**src/rtl/spi_flash_pp_ctrl.sv**
```systemverilog
// W25Q16 page-program command sequencer that feeds an SPI frame shifter: WREN, CS gap, PP + addr + data, tPP wait.
// Define PP_ERASE_EN to prepend an optional WREN + sector-erase (20h) sequence when i_pp_erase is set.
module spi_flash_pp_ctrl #(
    parameter int unsigned WAIT_CS_CYCLES = 4,
    parameter int unsigned T_PP_CYCLES    = 150000,
    parameter int unsigned T_SE_CYCLES    = 20000000
) (
    input  logic        clk,
    input  logic        rst_n,
    input  logic        i_pp_start,
    input  logic [23:0] i_pp_addr,
    input  logic [8:0]  i_pp_len,
    input  logic        i_pp_erase,
    input  logic [7:0]  i_wr_data,
    input  logic        i_wr_valid,
    output logic        o_wr_ready,
    output logic        o_spi_start,
    output logic [23:0] o_spi_wrdata,
    output logic [7:0]  o_spi_width,
    output logic        o_spi_cs_keep,
    input  logic        i_spi_done,
    output logic        o_pp_busy,
    output logic        o_pp_done,
    output logic        o_pp_err
);

    localparam int unsigned CNT_W = 32;
    localparam logic [CNT_W-1:0] GAP_LAST = CNT_W'(WAIT_CS_CYCLES - 1);
    localparam logic [CNT_W-1:0] PP_LAST  = CNT_W'(T_PP_CYCLES - 1);

    typedef enum logic [4:0] {
        S_IDLE, S_WREN, S_WREN_W, S_GAP, S_CMD, S_CMD_W, S_ADDR, S_ADDR_W,
        S_DREQ, S_DATA, S_DATA_W, S_PROG, S_DONE
`ifdef PP_ERASE_EN
        , S_SE, S_SE_W, S_SEA, S_SEA_W, S_SE_WAIT
`endif
    } state_t;

    state_t           r_state;
    logic [23:0]      r_addr;
    logic [8:0]       r_rem;
    logic [CNT_W-1:0] r_cnt;
    logic [9:0]       w_page_end;
    logic             w_req_bad;
    logic             w_take;

`ifdef PP_ERASE_EN
    localparam logic [CNT_W-1:0] SE_LAST = CNT_W'(T_SE_CYCLES - 1);
    logic r_erase_pend;
    logic r_after_erase;
`else
    logic w_unused;
    assign w_unused = i_pp_erase ^ (T_SE_CYCLES == 32'd0);
`endif

    // A request must not run past the end of its 256-byte page.
    assign w_page_end = 10'(i_pp_addr[7:0]) + 10'(i_pp_len);
    assign w_req_bad  = (i_pp_len == 9'd0) || (w_page_end > 10'd256);

    // Byte handshake with the source FIFO happens only while parked in DREQ.
    assign w_take     = (r_state == S_DREQ) && i_wr_valid;
    assign o_wr_ready = w_take;

    // Enter a frame state and present its payload; payload holds until the next launch.
    task automatic launch(input state_t nxt, input logic [23:0] data,
                          input logic [7:0] width, input logic keep);
        r_state       <= nxt;
        o_spi_start   <= 1'b1;
        o_spi_wrdata  <= data;
        o_spi_width   <= width;
        o_spi_cs_keep <= keep;
    endtask

    always_ff @(posedge clk or negedge rst_n) begin
        if (!rst_n) begin
            r_state       <= S_IDLE;
            r_addr        <= 24'd0;
            r_rem         <= 9'd0;
            r_cnt         <= '0;
            o_spi_start   <= 1'b0;
            o_spi_wrdata  <= 24'd0;
            o_spi_width   <= 8'd0;
            o_spi_cs_keep <= 1'b0;
            o_pp_busy     <= 1'b0;
            o_pp_done     <= 1'b0;
            o_pp_err      <= 1'b0;
`ifdef PP_ERASE_EN
            r_erase_pend  <= 1'b0;
            r_after_erase <= 1'b0;
`endif
        end else begin
            o_spi_start <= 1'b0;
            o_pp_done   <= 1'b0;
            o_pp_err    <= 1'b0;
            case (r_state)
                S_IDLE: begin
                    if (i_pp_start) begin
                        if (w_req_bad) begin
                            o_pp_err <= 1'b1;
                        end else begin
                            r_addr    <= i_pp_addr;
                            r_rem     <= i_pp_len;
                            o_pp_busy <= 1'b1;
`ifdef PP_ERASE_EN
                            r_erase_pend  <= i_pp_erase;
                            r_after_erase <= 1'b0;
`endif
                            launch(S_WREN, 24'h000006, 8'd8, 1'b0);
                        end
                    end
                end
                S_WREN:   r_state <= S_WREN_W;
                S_WREN_W: begin
                    if (i_spi_done) begin
                        r_state <= S_GAP;
                        r_cnt   <= '0;
                    end
                end
                // CS-high gap after every keep=0 frame; destination depends on erase progress.
                S_GAP: begin
                    r_cnt <= r_cnt + CNT_W'(1);
                    if (r_cnt == GAP_LAST) begin
`ifdef PP_ERASE_EN
                        if (r_erase_pend) begin
                            launch(S_SE, 24'h000020, 8'd8, 1'b1);
                        end else if (r_after_erase) begin
                            r_after_erase <= 1'b0;
                            launch(S_WREN, 24'h000006, 8'd8, 1'b0);
                        end else begin
                            launch(S_CMD, 24'h000002, 8'd8, 1'b1);
                        end
`else
                        launch(S_CMD, 24'h000002, 8'd8, 1'b1);
`endif
                    end
                end
                S_CMD:   r_state <= S_CMD_W;
                S_CMD_W: begin
                    if (i_spi_done) launch(S_ADDR, r_addr, 8'd24, 1'b1);
                end
                S_ADDR:   r_state <= S_ADDR_W;
                S_ADDR_W: begin
                    if (i_spi_done) r_state <= S_DREQ;
                end
                S_DREQ: begin
                    if (w_take) launch(S_DATA, {16'h0000, i_wr_data}, 8'd8, r_rem > 9'd1);
                end
                S_DATA:   r_state <= S_DATA_W;
                S_DATA_W: begin
                    if (i_spi_done) begin
                        r_rem <= r_rem - 9'd1;
                        if (r_rem == 9'd1) begin
                            r_state <= S_PROG;
                            r_cnt   <= '0;
                        end else begin
                            r_state <= S_DREQ;
                        end
                    end
                end
                S_PROG: begin
                    r_cnt <= r_cnt + CNT_W'(1);
                    if (r_cnt == PP_LAST) begin
                        r_state   <= S_DONE;
                        o_pp_done <= 1'b1;
                        o_pp_busy <= 1'b0;
                    end
                end
                S_DONE: r_state <= S_IDLE;
`ifdef PP_ERASE_EN
                S_SE:   r_state <= S_SE_W;
                S_SE_W: begin
                    if (i_spi_done) launch(S_SEA, {r_addr[23:12], 12'h000}, 8'd24, 1'b0);
                end
                S_SEA:   r_state <= S_SEA_W;
                S_SEA_W: begin
                    if (i_spi_done) begin
                        r_state <= S_SE_WAIT;
                        r_cnt   <= '0;
                    end
                end
                S_SE_WAIT: begin
                    r_cnt <= r_cnt + CNT_W'(1);
                    if (r_cnt == SE_LAST) begin
                        r_state       <= S_GAP;
                        r_cnt         <= '0;
                        r_erase_pend  <= 1'b0;
                        r_after_erase <= 1'b1;
                    end
                end
`endif
                default: r_state <= S_IDLE;
            endcase
        end
    end

endmodule

```
**config.mk**
```make
export PLATFORM = sky130hd
export DESIGN_NAME = spi_flash_pp_ctrl
export DESIGN_NICKNAME = d
export VERILOG_FILES = /design/src/rtl/spi_flash_pp_ctrl.sv
export SDC_FILE = /design/constraint.sdc
export NUM_CORES = 1
export LEC_CHECK = 0
export CORE_ASPECT_RATIO = 0.75
export CORE_MARGIN = 3
export CORE_UTILIZATION = 40
export CTS_BUF_LIST = sky130_fd_sc_hd__clkbuf_2
export DETAILED_ROUTE_END_ITERATION = 6
export PLACE_DENSITY = 0.73
export SETUP_SLACK_MARGIN = 0.02
export SLEW_MARGIN = 0
export SYNTH_ARGS = -nofsm -noshare
export SYNTH_HDL_FRONTEND = slang
export SYNTH_SLANG_ARGS = --single-unit
```
**constraint.sdc**
```tcl
create_clock -name clk -period 2.9 [get_ports clk]
set_input_delay 0.29 -clock clk [delete_from_list [all_inputs] [get_ports clk]]
set_output_delay 0.29 -clock clk [all_outputs]
set_load 0.005 [all_outputs]
```
==> flow_summary_export.csv <==
group,metric,value,unit
layout,layout_commonest_cell,"dfrtp_1",
cts,clock_sinks,100,
yosys,synthFlopType,"dfrtp_1",
place,pre_cts_slack,-0.4151,ns
grt,track_usage,18.52,%
cts,root_buffer,"clkbuf_2",
setup_path,end_kind,"flip-flop",
detailed_routing,met1Wirelength,6255,um
setup_path,r2r-start,"r_cnt[10]",
sta,worstMarginPinSlew,0.7277,ns
setup_path,cp.arrival,3.21,ns
min_path,hold_class,"input port to async pin",
layout,layout_common_cells,"dfrtp_1 (99), clkdlybuf4s50_1 (76), nor2_1 (43)",
layout,nNetsFinal,691,
sta,setup_slack,0.1929,ns
setup_path,cp_slowest_cell,"or4_1",
setup_path,crit_required,3.40,ns
die,die_w,138.7,um
sta,relSlewSlack,51.49,%
pwr,vdd_ir_drop_max,0.2855,mV
pwr,p_leak,2.917,nW
yosys,avgSynthCellArea,10.18,um^2
yosys,synthArstFlopShare,100.0,%
sta,drv_slew,0,
yosys,ys_ff_latch,100,
cts,post_cts_buffers,0,
die,start_util,41.89,%
setup_path,crit_chain,"or4_1, or4_4, o41ai_2, o21ba_1, buf_12, buf_4, a22o_1",
detailed_routing,drc,0,
yosys,yosysSeqAreaShare,47.36,%
pwr,p_per_area,696.3,nW/um^2
detailed_routing,highest_layer,"met4",
setup_path,worstRegToRegCells,7,
detailed_routing,drt_first_iter_violations,266,
sta,rsz0062_at_grt,"false",
yosys,ys.warnings.count,0,
die,fp.coreArea,12610,um^2
sta,hold_violations,0,
cts,clk_pin_slew,0.30,ns
sta,tns,0,ns
yosys,synth-edff-count,0,
die,die-height,105.5,um
detailed_routing,wl,13420,um
setup_path,startpoint_type,"flip-flop",
yosys,syn_inst,519,
setup_path,critPathLaunch,"r_cnt[10]",
detailed_routing,avgViaCountPerCell,5.543,
cts,numCtsBuffers,9,
place,gp_congestion,0.9277,
run_status,status,"finished clean",
sta,setup_viol,0,
setup_path,max_stage_delay,0.52,ns
yosys,netlist_area,5284,um^2
detailed_routing,postRouteAntennaNets,0,
yosys,yosys.cell_types.count,63,
cts,htreeDepth,3,
detailed_routing,dr_wl_met2,6380,um
layout,area_growth_syn_to_layout,26.10,%
die,die_area,14640,um^2
detailed_routing,dr_wl_met3,625,um
detailed_routing,wl_per_cell,16.71,um
detailed_routing,vias,4451,
setup_path,path_max_fanout,16,
cts,max-clock-path-buffers,2,
place,dp_hpwl,10120,um
sta,min_period,2.707,ns
cts,cts_tree,"done",
die,ioPinCount,85,
setup_path,r2r_slack,0.19,ns
setup_path,r2r_end,"o_spi_wrdata[22]",
layout,n_fill_cell,1115,
sta,skew,0.01908,ns
place,portBuffers,77,
layout,final_layout_size_suffix_gt1_share,16.95,%
layout,num_antenna_cells,0,
setup_path,worstSetupPathType,"flip-flop to flip-flop",
grt,grt_pass1_wl,22330,um
grt,antenna_found_initial,0,
grt,grt_overflow,0,
detailed_routing,drt_first_pass_iters,5,
sta,fin_crit_sh,93.35,%
cts,clk_latency,0.58,ns
grt,grt_pass1_vias,4503,
flow_run,cap_violations,0,
sta,timing.fmax,0.3694,GHz
grt,grt_max_degree,55,
die,core.rowCount,35,
[power by group]
group	total [W]	switching (W)	internal, W
registers	0.00214	0.000362	0.00178
clock network	0.000674	0.000524	0.000150
logic	0.00182	0.000847	0.000973
[layout make-up]
cell class / instances / area, um^2 / share of cell area (%)
clock buffers: 9 / 45.04 / 0.6761
repair buffers: 122 / 1159 / 17.39
multi-input cells: 380 / 2601 / 39.04
clock inverters: 7 / 75.07 / 1.127
well taps: 166 / 207.7 / 3.117
flip-flops and latches: 100 / 2504 / 37.58
inverters: 19 / 71.32 / 1.070
[worst max-delay path: cells and delay by family, from the launching register on]
family,cells,cell delay (ns)
flops,1,0.49
buf+inv,2,0.30
simple gates,2,1.04
compound gates,3,0.79
[how the worst max path moves through the flow]
stage | endpoint | slack [ns] | depth (start not counted)
floorplan | o_spi_wrdata[7] | 0.24 | 12
global placement | o_spi_wrdata[5] | -0.35 | 12
detailed placement | o_spi_wrdata[3] | -0.42 | 12
CTS | o_wr_ready | 0.06 | 4
global route | o_wr_ready | 0.07 | 4
finish | o_spi_wrdata[22] | 0.19 | 7
[metrics by stage]
| step | hold WS, ns | util (%) | cell area [um^2] | total power [W] | cells |
|---|---|---|---|---|---|
| 2_1_floorplan | -0.005591 | - | 5303 | 0.003149 | 524 |
| 3_3_place_gp | 0.3868 | 51.70 | 6520 | 0.003892 | 786 |
| 3_5_place_dp | 0.4019 | 51.70 | 6520 | 0.003987 | 786 |
| 4_1_cts | 0.2114 | 52.73 | 6650 | 0.004674 | 803 |
| 5_1_grt | 0.2143 | 52.83 | 6663 | 0.004961 | 803 |
| 6_report | 0.2522 | 52.83 | 6663 | 0.004639 | 803 |
[flip-flops by register name, indices dropped and copies added, names as in the netlist, 2 cells and up]
register and flops:
r_rem 9, r_cnt 32, r_state 4, r_addr 24
o_spi_wrdata 24, o_spi_width 2
[cells by family (layout without fill, tap and decap cells)]
logic type | after synthesis | count (layout) | synth area share (%)
other cells | 1 | 6 | 0.07097
xor+xnor | 26 | 26 | 4.310
compound gates | 122 | 122 | 16.01
mux | 34 | 34 | 7.293
simple gates | 180 | 180 | 17.88
flops | 100 | 100 | 47.36
buf+inv | 44 | 157 | 4.097
fa+ha+maj | 12 | 12 | 2.984
[routing by layer]
layer	GRT usage [%]	up-vias
met4	3.911	0
met3	4.036	18
met1	25.46	2186
met5	0	-
li1	-	2113
met2	30.40	134
[cell usage after synthesis (2+ instances only)]
cell type,number,share of area [%]
o21bai_1,2,0.28
nor4b_1,2,0.33
nor2_1,43,3.1
o41ai_1,2,0.33
a21oi_1,16,1.5
a211oi_1,2,0.28
clkbuf_1,11,0.78
nor3b_1,3,0.43
o21ai_1,2,0.19
o31ai_1,2,0.28
and4_1,5,0.83
nor2b_1,6,0.71
and2_1,4,0.47
ha_1,11,2.6
nand4_1,7,0.83
o221a_2,3,0.64
xnor2_1,14,2.3
xor2_1,12,2.0
o31a_1,3,0.50
o21ai_0,34,3.2
nor4_1,14,1.7
nand2_1,37,2.6
nand2b_1,8,0.95
buf_4,8,1.1
o21a_1,4,0.57
o22ai_1,2,0.24
mux2_2,32,6.8
dfrtp_1,100,47
or4_1,2,0.28
nand3_1,17,1.6
buf_1,2,0.14
buf_2,2,0.19
a21o_1,2,0.28
nor3_1,19,1.8
a22o_1,24,4.0
and3_1,6,0.71
inv_1,19,1.3
o211ai_1,5,0.71
a31oi_1,8,0.95
[repair_timing]
| item | in CTS | in global routing |
|---|---|---|
| hold buffers | 1 | 0 |
| hold endpoints to repair | 53 | 0 |
| endpoints found under the setup margin | 0 | 2 |
| resized for setup | 0 | 3 |
Note: power is estimated with default switching activity, not from simulation.
